**src/rtl/int_ctrl.sv**
```systemverilog
// Vectored interrupt controller: synchronized request lines, per-line mask/edge
// configuration, lowest-index arbitration and a fixed idle gap after each acknowledge.
module int_ctrl #(
    parameter int unsigned N_IRQ    = 8,
    parameter logic [19:0] VEC_BASE = 20'h00100,
    parameter int unsigned GAP      = 2
) (
    input  logic             clk,
    input  logic             clr_n,
    input  logic [N_IRQ-1:0] irq,
    output logic             int_in,
    output logic [19:0]      int_num,
    input  logic             int_ack,
    input  logic             cfg_we,
    input  logic [1:0]       cfg_sel,
    input  logic [7:0]       cfg_wdata,
    output logic [7:0]       cfg_rdata
);

    localparam int unsigned REG_W = 8;
    localparam int unsigned VEC_W = 20;
    localparam int unsigned IDX_W = 3;
    localparam int unsigned CNT_W = 4;

    localparam logic [1:0] SEL_MASK = 2'd0;
    localparam logic [1:0] SEL_EDGE = 2'd1;
    localparam logic [1:0] SEL_PEND = 2'd2;

    typedef enum logic [1:0] {
        S_IDLE = 2'd0,
        S_REQ  = 2'd1,
        S_GAP  = 2'd2
    } state_e;

    logic [N_IRQ-1:0] sync1_q;
    logic [N_IRQ-1:0] sync2_q;
    logic [N_IRQ-1:0] sprev_q;

    logic [REG_W-1:0] mask_q, mask_d;
    logic [REG_W-1:0] edge_q, edge_d;
    logic [REG_W-1:0] pend_q, pend_d;

    state_e           state_q, state_d;
    logic             int_in_q, int_in_d;
    logic [VEC_W-1:0] int_num_q, int_num_d;
    logic [IDX_W-1:0] idx_q, idx_d;
    logic [CNT_W-1:0] cnt_q, cnt_d;

    logic [REG_W-1:0] lvl;
    logic [REG_W-1:0] rise;
    logic [REG_W-1:0] clr;
    logic [REG_W-1:0] avail;
    logic [IDX_W-1:0] win_idx;

    // Two-flop synchronizer plus one extra stage for rising-edge detection
    always_ff @(posedge clk or negedge clr_n) begin
        if (!clr_n) begin
            sync1_q <= '0;
            sync2_q <= '0;
            sprev_q <= '0;
        end else begin
            sync1_q <= irq;
            sync2_q <= sync1_q;
            sprev_q <= sync2_q;
        end
    end

    // Pending/config next state; a same-cycle rising edge beats any clear
    always_comb begin
        lvl    = REG_W'(sync2_q);
        rise   = REG_W'(sync2_q & ~sprev_q);
        clr    = '0;
        mask_d = mask_q;
        edge_d = edge_q;
        if (cfg_we && (cfg_sel == SEL_PEND)) begin
            clr = cfg_wdata;
        end
        if ((state_q == S_REQ) && int_ack && edge_q[idx_q]) begin
            clr[idx_q] = 1'b1;
        end
        pend_d = (edge_q & ((pend_q & ~clr) | rise)) | (~edge_q & lvl);
        if (cfg_we) begin
            case (cfg_sel)
                SEL_MASK: mask_d = cfg_wdata;
                SEL_EDGE: edge_d = cfg_wdata;
                default:  ;
            endcase
        end
    end

    always_ff @(posedge clk or negedge clr_n) begin
        if (!clr_n) begin
            mask_q <= '1;
            edge_q <= '0;
            pend_q <= '0;
        end else begin
            mask_q <= mask_d;
            edge_q <= edge_d;
            pend_q <= pend_d;
        end
    end

    // Lowest-index unmasked pending line
    always_comb begin
        avail   = pend_q & ~mask_q;
        win_idx = '0;
        for (int i = REG_W - 1; i >= 0; i--) begin
            if (avail[i]) begin
                win_idx = IDX_W'(i);
            end
        end
    end

    always_ff @(posedge clk or negedge clr_n) begin
        if (!clr_n) begin
            state_q   <= S_IDLE;
            int_in_q  <= 1'b0;
            int_num_q <= '0;
            idx_q     <= '0;
            cnt_q     <= '0;
        end else begin
            state_q   <= state_d;
            int_in_q  <= int_in_d;
            int_num_q <= int_num_d;
            idx_q     <= idx_d;
            cnt_q     <= cnt_d;
        end
    end

    // Request handshake: vector is frozen from grant until acknowledge
    always_comb begin
        state_d   = state_q;
        int_in_d  = int_in_q;
        int_num_d = int_num_q;
        idx_d     = idx_q;
        cnt_d     = cnt_q;
        case (state_q)
            S_IDLE: begin
                if (|avail) begin
                    state_d   = S_REQ;
                    int_in_d  = 1'b1;
                    idx_d     = win_idx;
                    int_num_d = VEC_BASE + VEC_W'(win_idx);
                end
            end
            S_REQ: begin
                if (int_ack) begin
                    state_d  = S_GAP;
                    int_in_d = 1'b0;
                    cnt_d    = CNT_W'(GAP - 1);
                end
            end
            S_GAP: begin
                if (cnt_q == '0) begin
                    state_d = S_IDLE;
                end else begin
                    cnt_d = cnt_q - CNT_W'(1);
                end
            end
            default: begin
                state_d  = S_IDLE;
                int_in_d = 1'b0;
            end
        endcase
    end

    always_comb begin
        case (cfg_sel)
            SEL_MASK: cfg_rdata = mask_q;
            SEL_EDGE: cfg_rdata = edge_q;
            SEL_PEND: cfg_rdata = pend_q;
            default:  cfg_rdata = '0;
        endcase
    end

    assign int_in  = int_in_q;
    assign int_num = int_num_q;

endmodule

```
**config.mk**
```make
export PLATFORM = sky130hd
export DESIGN_NAME = int_ctrl
export DESIGN_NICKNAME = d
export VERILOG_FILES = /design/src/rtl/int_ctrl.sv
export SDC_FILE = /design/constraint.sdc
export NUM_CORES = 1
export LEC_CHECK = 0
export CORE_ASPECT_RATIO = 1.75
export CORE_MARGIN = 1.5
export CORE_UTILIZATION = 50
export DETAILED_ROUTE_END_ITERATION = 16
export PLACE_DENSITY = 0.86
export SETUP_SLACK_MARGIN = 0.05
export SLEW_MARGIN = 30
export SYNTH_ARGS = -nofsm -noshare
export SYNTH_HDL_FRONTEND = slang
export SYNTH_SLANG_ARGS = --single-unit
```
**constraint.sdc**
```tcl
create_clock -name clk -period 3.4 [get_ports clk]
set_input_delay 0.68 -clock clk [delete_from_list [all_inputs] [get_ports clk]]
set_output_delay 0.68 -clock clk [all_outputs]
set_load 0.02 [all_outputs]
```
* Word level (Yosys, flattened, before mapping)
Cells that the tools add are included.
Word-level totals: bits in registers 78, bits in latches 0, bits in writable memories 0, ROM bits 0, output and inout port bits 29, logic and storage cells 76, memories kept 0
Cells by class: add/subtract/negate cells 2, $mul 0, divide/modulo/power cells 0, magnitude comparators 2, equal/unequal tests 8, shift operators 0, muxes and demuxes 25, bitwise logic cells 13, reduce and logical (&&, ||, !) cells 15
Operator list (number):
- bitwise AND 8 bit | 5
- NOT 8 bit | 4
- two-way mux 3 bit | 8
- bitwise OR 8 bit | 3
- case mux 8 bit (3 select lines) | 1
- two-way mux 8 bit | 2
- adder 9 x 3 -> 10 bit (first input constant) | 1
- AND reduction 3 bit | 3
- two-way mux 4 bit | 2
- inequality test 2 bit (second input constant) | 4
- case mux 4 bit (2 select lines) | 1
- OR reduction 8 bit | 1
- two-way mux 2 bit | 3
- case mux 2 bit (3 select lines) | 1
- AND reduction 2 bit | 3
- == test 2 x 1 -> 1 bit (second input constant) | 2
- == test 2 bit (second input constant) | 2
- logical AND 1 bit | 4
- zero test 2 bit | 2
- zero test 4 bit | 1
- < comparator 3 x 4 -> 1 bit (second input constant) | 1
- two-way mux 1 bit | 4
- subtractor 4 x 1 -> 4 bit (second input constant) | 1
- binary-select mux 1 bit (select 3 bit) | 1
- other kinds (5) | 5

* Logic depth before layout (Yosys ltp)
Gate-level depths: netlist of the first run.
word-level depth 11, depth in mapped cells 6

* Worst setup path after synthesis of the first run
No wires, ideal clock.
kind input port to output port, start input port cfg_sel[1], end output port cfg_rdata[2], data arrival time 1.405 ns, required time 2.720 ns, path slack 1.315 ns, stages on the path 3, path buffers 1, cell sequence buf_6 > mux2i_1 > o21ai_0
On the way: cells in the longest elaborated chain, start to end 2, elaborated cells on any way between the ends 4, those cells by class eq/ne (2); mux (1); reduce/logical (1)
Ends and longest elaborated chain:
- start, declared | line 15 | input logic [1:0] cfg_sel,
- == test 2 bit, or another cell as far along | line 168 | case (cfg_sel)
- case mux 8 bit (3 select lines) * | line 168
- end, declared | line 17 | output logic [7:0] cfg_rdata
Mark *: on every way between the ends. The rest lies on a longest branch, timed or not.

* Worst setup path in the final report of the first run
start input port cfg_sel[1], end output port cfg_rdata[6]
Same word-level chain as after synthesis.

==> results.sh, run 1 <==
export IMPL_outcome="finished clean"
export IMPL_coreArea_um2=4980
export IMPL_critPathKind="in -> out"
export IMPL_fillers=397
export IMPL_timing_rr_end="idx_q[0]"
export IMPL_timing_rr_start="mask_q[0]"
export IMPL_path_clk_slew_ns=0.06
export IMPL_synth_area_per_cell_um2=11.9
export IMPL_routabilityCongestion=0.882
export IMPL_required_ns=2.72
export IMPL_first_pass_iters=4
export IMPL_p_sw_mw=0.667
export IMPL_synth_seq_area_share_pct=57.6
export IMPL_max_freq_mhz=331
export IMPL_die_area_um2=5620
export IMPL_initial_utilization_pct=51.8
export IMPL_hold_viol_final=0
export IMPL_cts_made_buffers=9
export IMPL_hp_class="in -> async"
export IMPL_grt_max_degree=47
export IMPL_die_x_um=57.3
export IMPL_drv_slew=0
export IMPL_synthTopCellsByArea="dfrtp_1 (49%), dfstp_2 (8.1%), mux2_2 (7.4%)"
export IMPL_worst_slack_ns=0.379
export IMPL_viasPerCell=5.50
export IMPL_die_y_um=98.0
export IMPL_synth_distinct_cells=39
export IMPL_syn2layout_area_growth_pct=22.2
export IMPL_finalClockSkew_ns=0.00324
export IMPL_synth_async_sr_flop_share_pct=100
export IMPL_setup_viol=0
export IMPL_overflow=0
export IMPL_final_cell_mix="dfrtp_1 (51), nand2_1 (33), clkdlybuf4s50_1 (33)"
export IMPL_antenna_cells=0
export IMPL_rsz0062_at_grt="false"
export IMPL_ys_ff_latch=59
export IMPL_hpwl_um=3570
export IMPL_cts_tree="yes"
export IMPL_synth_edf_count=0
export IMPL_cap_violations=0
export IMPL_clkLatencyLatePin_ns=0.33
export IMPL_cts_sinks=59
export IMPL_ios=51
export IMPL_power_leakage_nw=1.42
export IMPL_num_nets_final=286
export IMPL_drc=0
export IMPL_layout_min_cycle_time_ns=3.02
export IMPL_instances_no_fill=321
export IMPL_yosys_warnings=0
export IMPL_ctsHoldBuffers=0
export IMPL_switching_share_pct=30.4
export IMPL_place_area_um2=2940
export IMPL_ant_nets=0
export IMPL_pwr_share_comb_pct=26.3
export IMPL_synth_main_ff_cell="dfrtp_1"
export IMPL_synth_top_area_share_pct=49.5
export IMPL_relSlewSlack_pct=63.3
export IMPL_power_mw=2.19
export IMPL_drive_gt1_share_pct=20.2
export IMPL_final_seq_area_um2=1490
export IMPL_grt_pass1_wl_um=8360
export IMPL_antenna_found_initial=0
export IMPL_dr_first_iter_drc_count=51
export IMPL_final_common_cell="dfrtp_1"
export IMPL_multiInputGateArea_um2=1000
export IMPL_p_per_area_nw_per_um2=696
export IMPL_end_kind="primary output"
export IMPL_htree_levels=3
export IMPL_design_area_um2=3150
export IMPL_synth_area_um2=2580
export IMPL_worst_pin_slew_ns=0.550
export IMPL_routed_wl_um=5090
export IMPL_internal_power_mw=1.53
export IMPL_wire_per_inst_um=15.8
export IMPL_grt_pass1_vias=1828
export IMPL_grt_usage_pct=20.0
export IMPL_worstRegToRegCells=4
export IMPL_syn_inst=217
export IMPL_cts_max_path_buffers=2
export IMPL_numPortBuffers=34
export IMPL_setup_tns_ns=0
export IMPL_fp_row_count=34
export IMPL_max_vdd_ir_drop_v=0.000555
export IMPL_postCtsSetupBuffers=0
export IMPL_critPathLaunchType="input pin"
export IMPL_path_max_fanout=8
export IMPL_place_ws_ns=0.392
export IMPL_vias=1765
export IMPL_yosysTopAreaCell="dfrtp_1"
export IMPL_fin_crit_sh_pct=88.8
export IMPL_rrSetupSlack_ns=1.76
export IMPL_dp_cells=306
export IMPL_p_seq_share_pct=43.6
export IMPL_crit_arrival_ns=2.34
export IMPL_post_cts_resized=0
export IMPL_pwr_share_clk_pct=30.1
export IMPL_root_buffer="clkbuf_8"
## logic make-up (layout without fill, tap and decap cells)
logic type | Yosys count | count (layout) | share of synthesized area, %
and+or+nand+nor | 71 | 71 | 14.5
DFF | 59 | 59 | 57.6
AOI/OAI and AO/OA | 36 | 36 | 9.99
muxes | 26 | 26 | 10.9
buffers and inverters | 21 | 56 | 5.72
xor gates and xnor gates | 2 | 2 | 0.679
adders and majority gates | 1 | 1 | 0.485
other | 1 | 16 | 0.145
## sequential cells by signal (all words and copies together) (netlist names)
signal	flops
cnt_q	4
edge_q	8
idx_q	2
int_in	1
int_num	2
lvl	8
mask_q	8
pend_q	8
sprev_q	8
state_q	2
sync1_q	8
## power by group through the flow
stage	Clock, mW	Combinational, mW	Sequential (mW)
detailed placement	0	0.571	0.966
global placement	0	0.554	0.958
CTS	0.673	0.581	0.955
floorplan	0	0.366	0.961
global route	0.700	0.633	0.976
finish	0.659	0.577	0.957
## synth_stat cells, types with 2 or more instances
cell type / n
a221oi_1: 3
a21oi_1: 6
a22o_1: 3
mux2i_1: 9
nor2b_1: 5
a21o_1: 6
o21ai_0: 12
dfrtp_1: 51
nand2_1: 33
dfstp_2: 8
nor2_1: 7
inv_1: 2
nand3_1: 2
nand4_1: 3
nand2b_1: 10
a221oi_2: 3
mux2_2: 17
buf_4: 16
## worst max-delay path by stage
stage                    start  slack, ns           end
floorplan           cfg_sel[1]       1.31  cfg_rdata[2]
global placement    cfg_sel[1]       0.39  cfg_rdata[0]
detailed placement  cfg_sel[1]       0.39  cfg_rdata[3]
CTS                 cfg_sel[1]       0.38  cfg_rdata[2]
global route        cfg_sel[1]       0.30  cfg_rdata[7]
finish              cfg_sel[1]       0.38  cfg_rdata[6]
## critical path, cell delays in order
cell and delay, ns:
clkdlybuf4s50_1 0.49, nor2b_1 0.14, buf_4 0.19, nand2_1 0.06
o21ai_0 0.12, clkdlybuf4s50_1 0.66
## through the flow
stage	util (%)	hold WS (ns)
after floorplan	-	0.331
after global placement	59.0	0.332
after detailed placement	59.0	0.336
after CTS	63.3	0.349
after global routing	63.3	0.355
final	63.3	0.342
## cell type report
type	instances	area share, %
Sequential cell	59	47.2
Timing Repair Buffer	39	11.9
Clock inverter	1	0.953
Inverter	2	0.238
Tap cell	54	2.14
Multi-Input combinational cell	152	31.8
Clock buffer	14	5.80
## routing by layer
| metal | vias up | global-route usage (%) | routed length [um] |
|---|---|---|---|
| met5 | - | 0 | 0 |
| met4 | 0 | 12.3 | 194 |
| met3 | 14 | 5.30 | 259 |
| met2 | 60 | 33.0 | 2680 |
| met1 | 880 | 22.5 | 1950 |
| li1 | 811 | - | - |
No activity file was read; power rests on OpenSTA's default activity.
==> run 2: changes to the inputs <==
--- a/config.mk
+++ b/config.mk
@@ -5,6 +5,7 @@
 export SDC_FILE = /design/constraint.sdc
 export NUM_CORES = 1
 export LEC_CHECK = 0
+export ABC_CLOCK_PERIOD_IN_PS = 3400
 export CORE_ASPECT_RATIO = 1.75
 export CORE_MARGIN = 1.5
 export CORE_UTILIZATION = 50
==> results of run 2 <==
The final DEF is identical to that of run 1; final timing and power are the same.
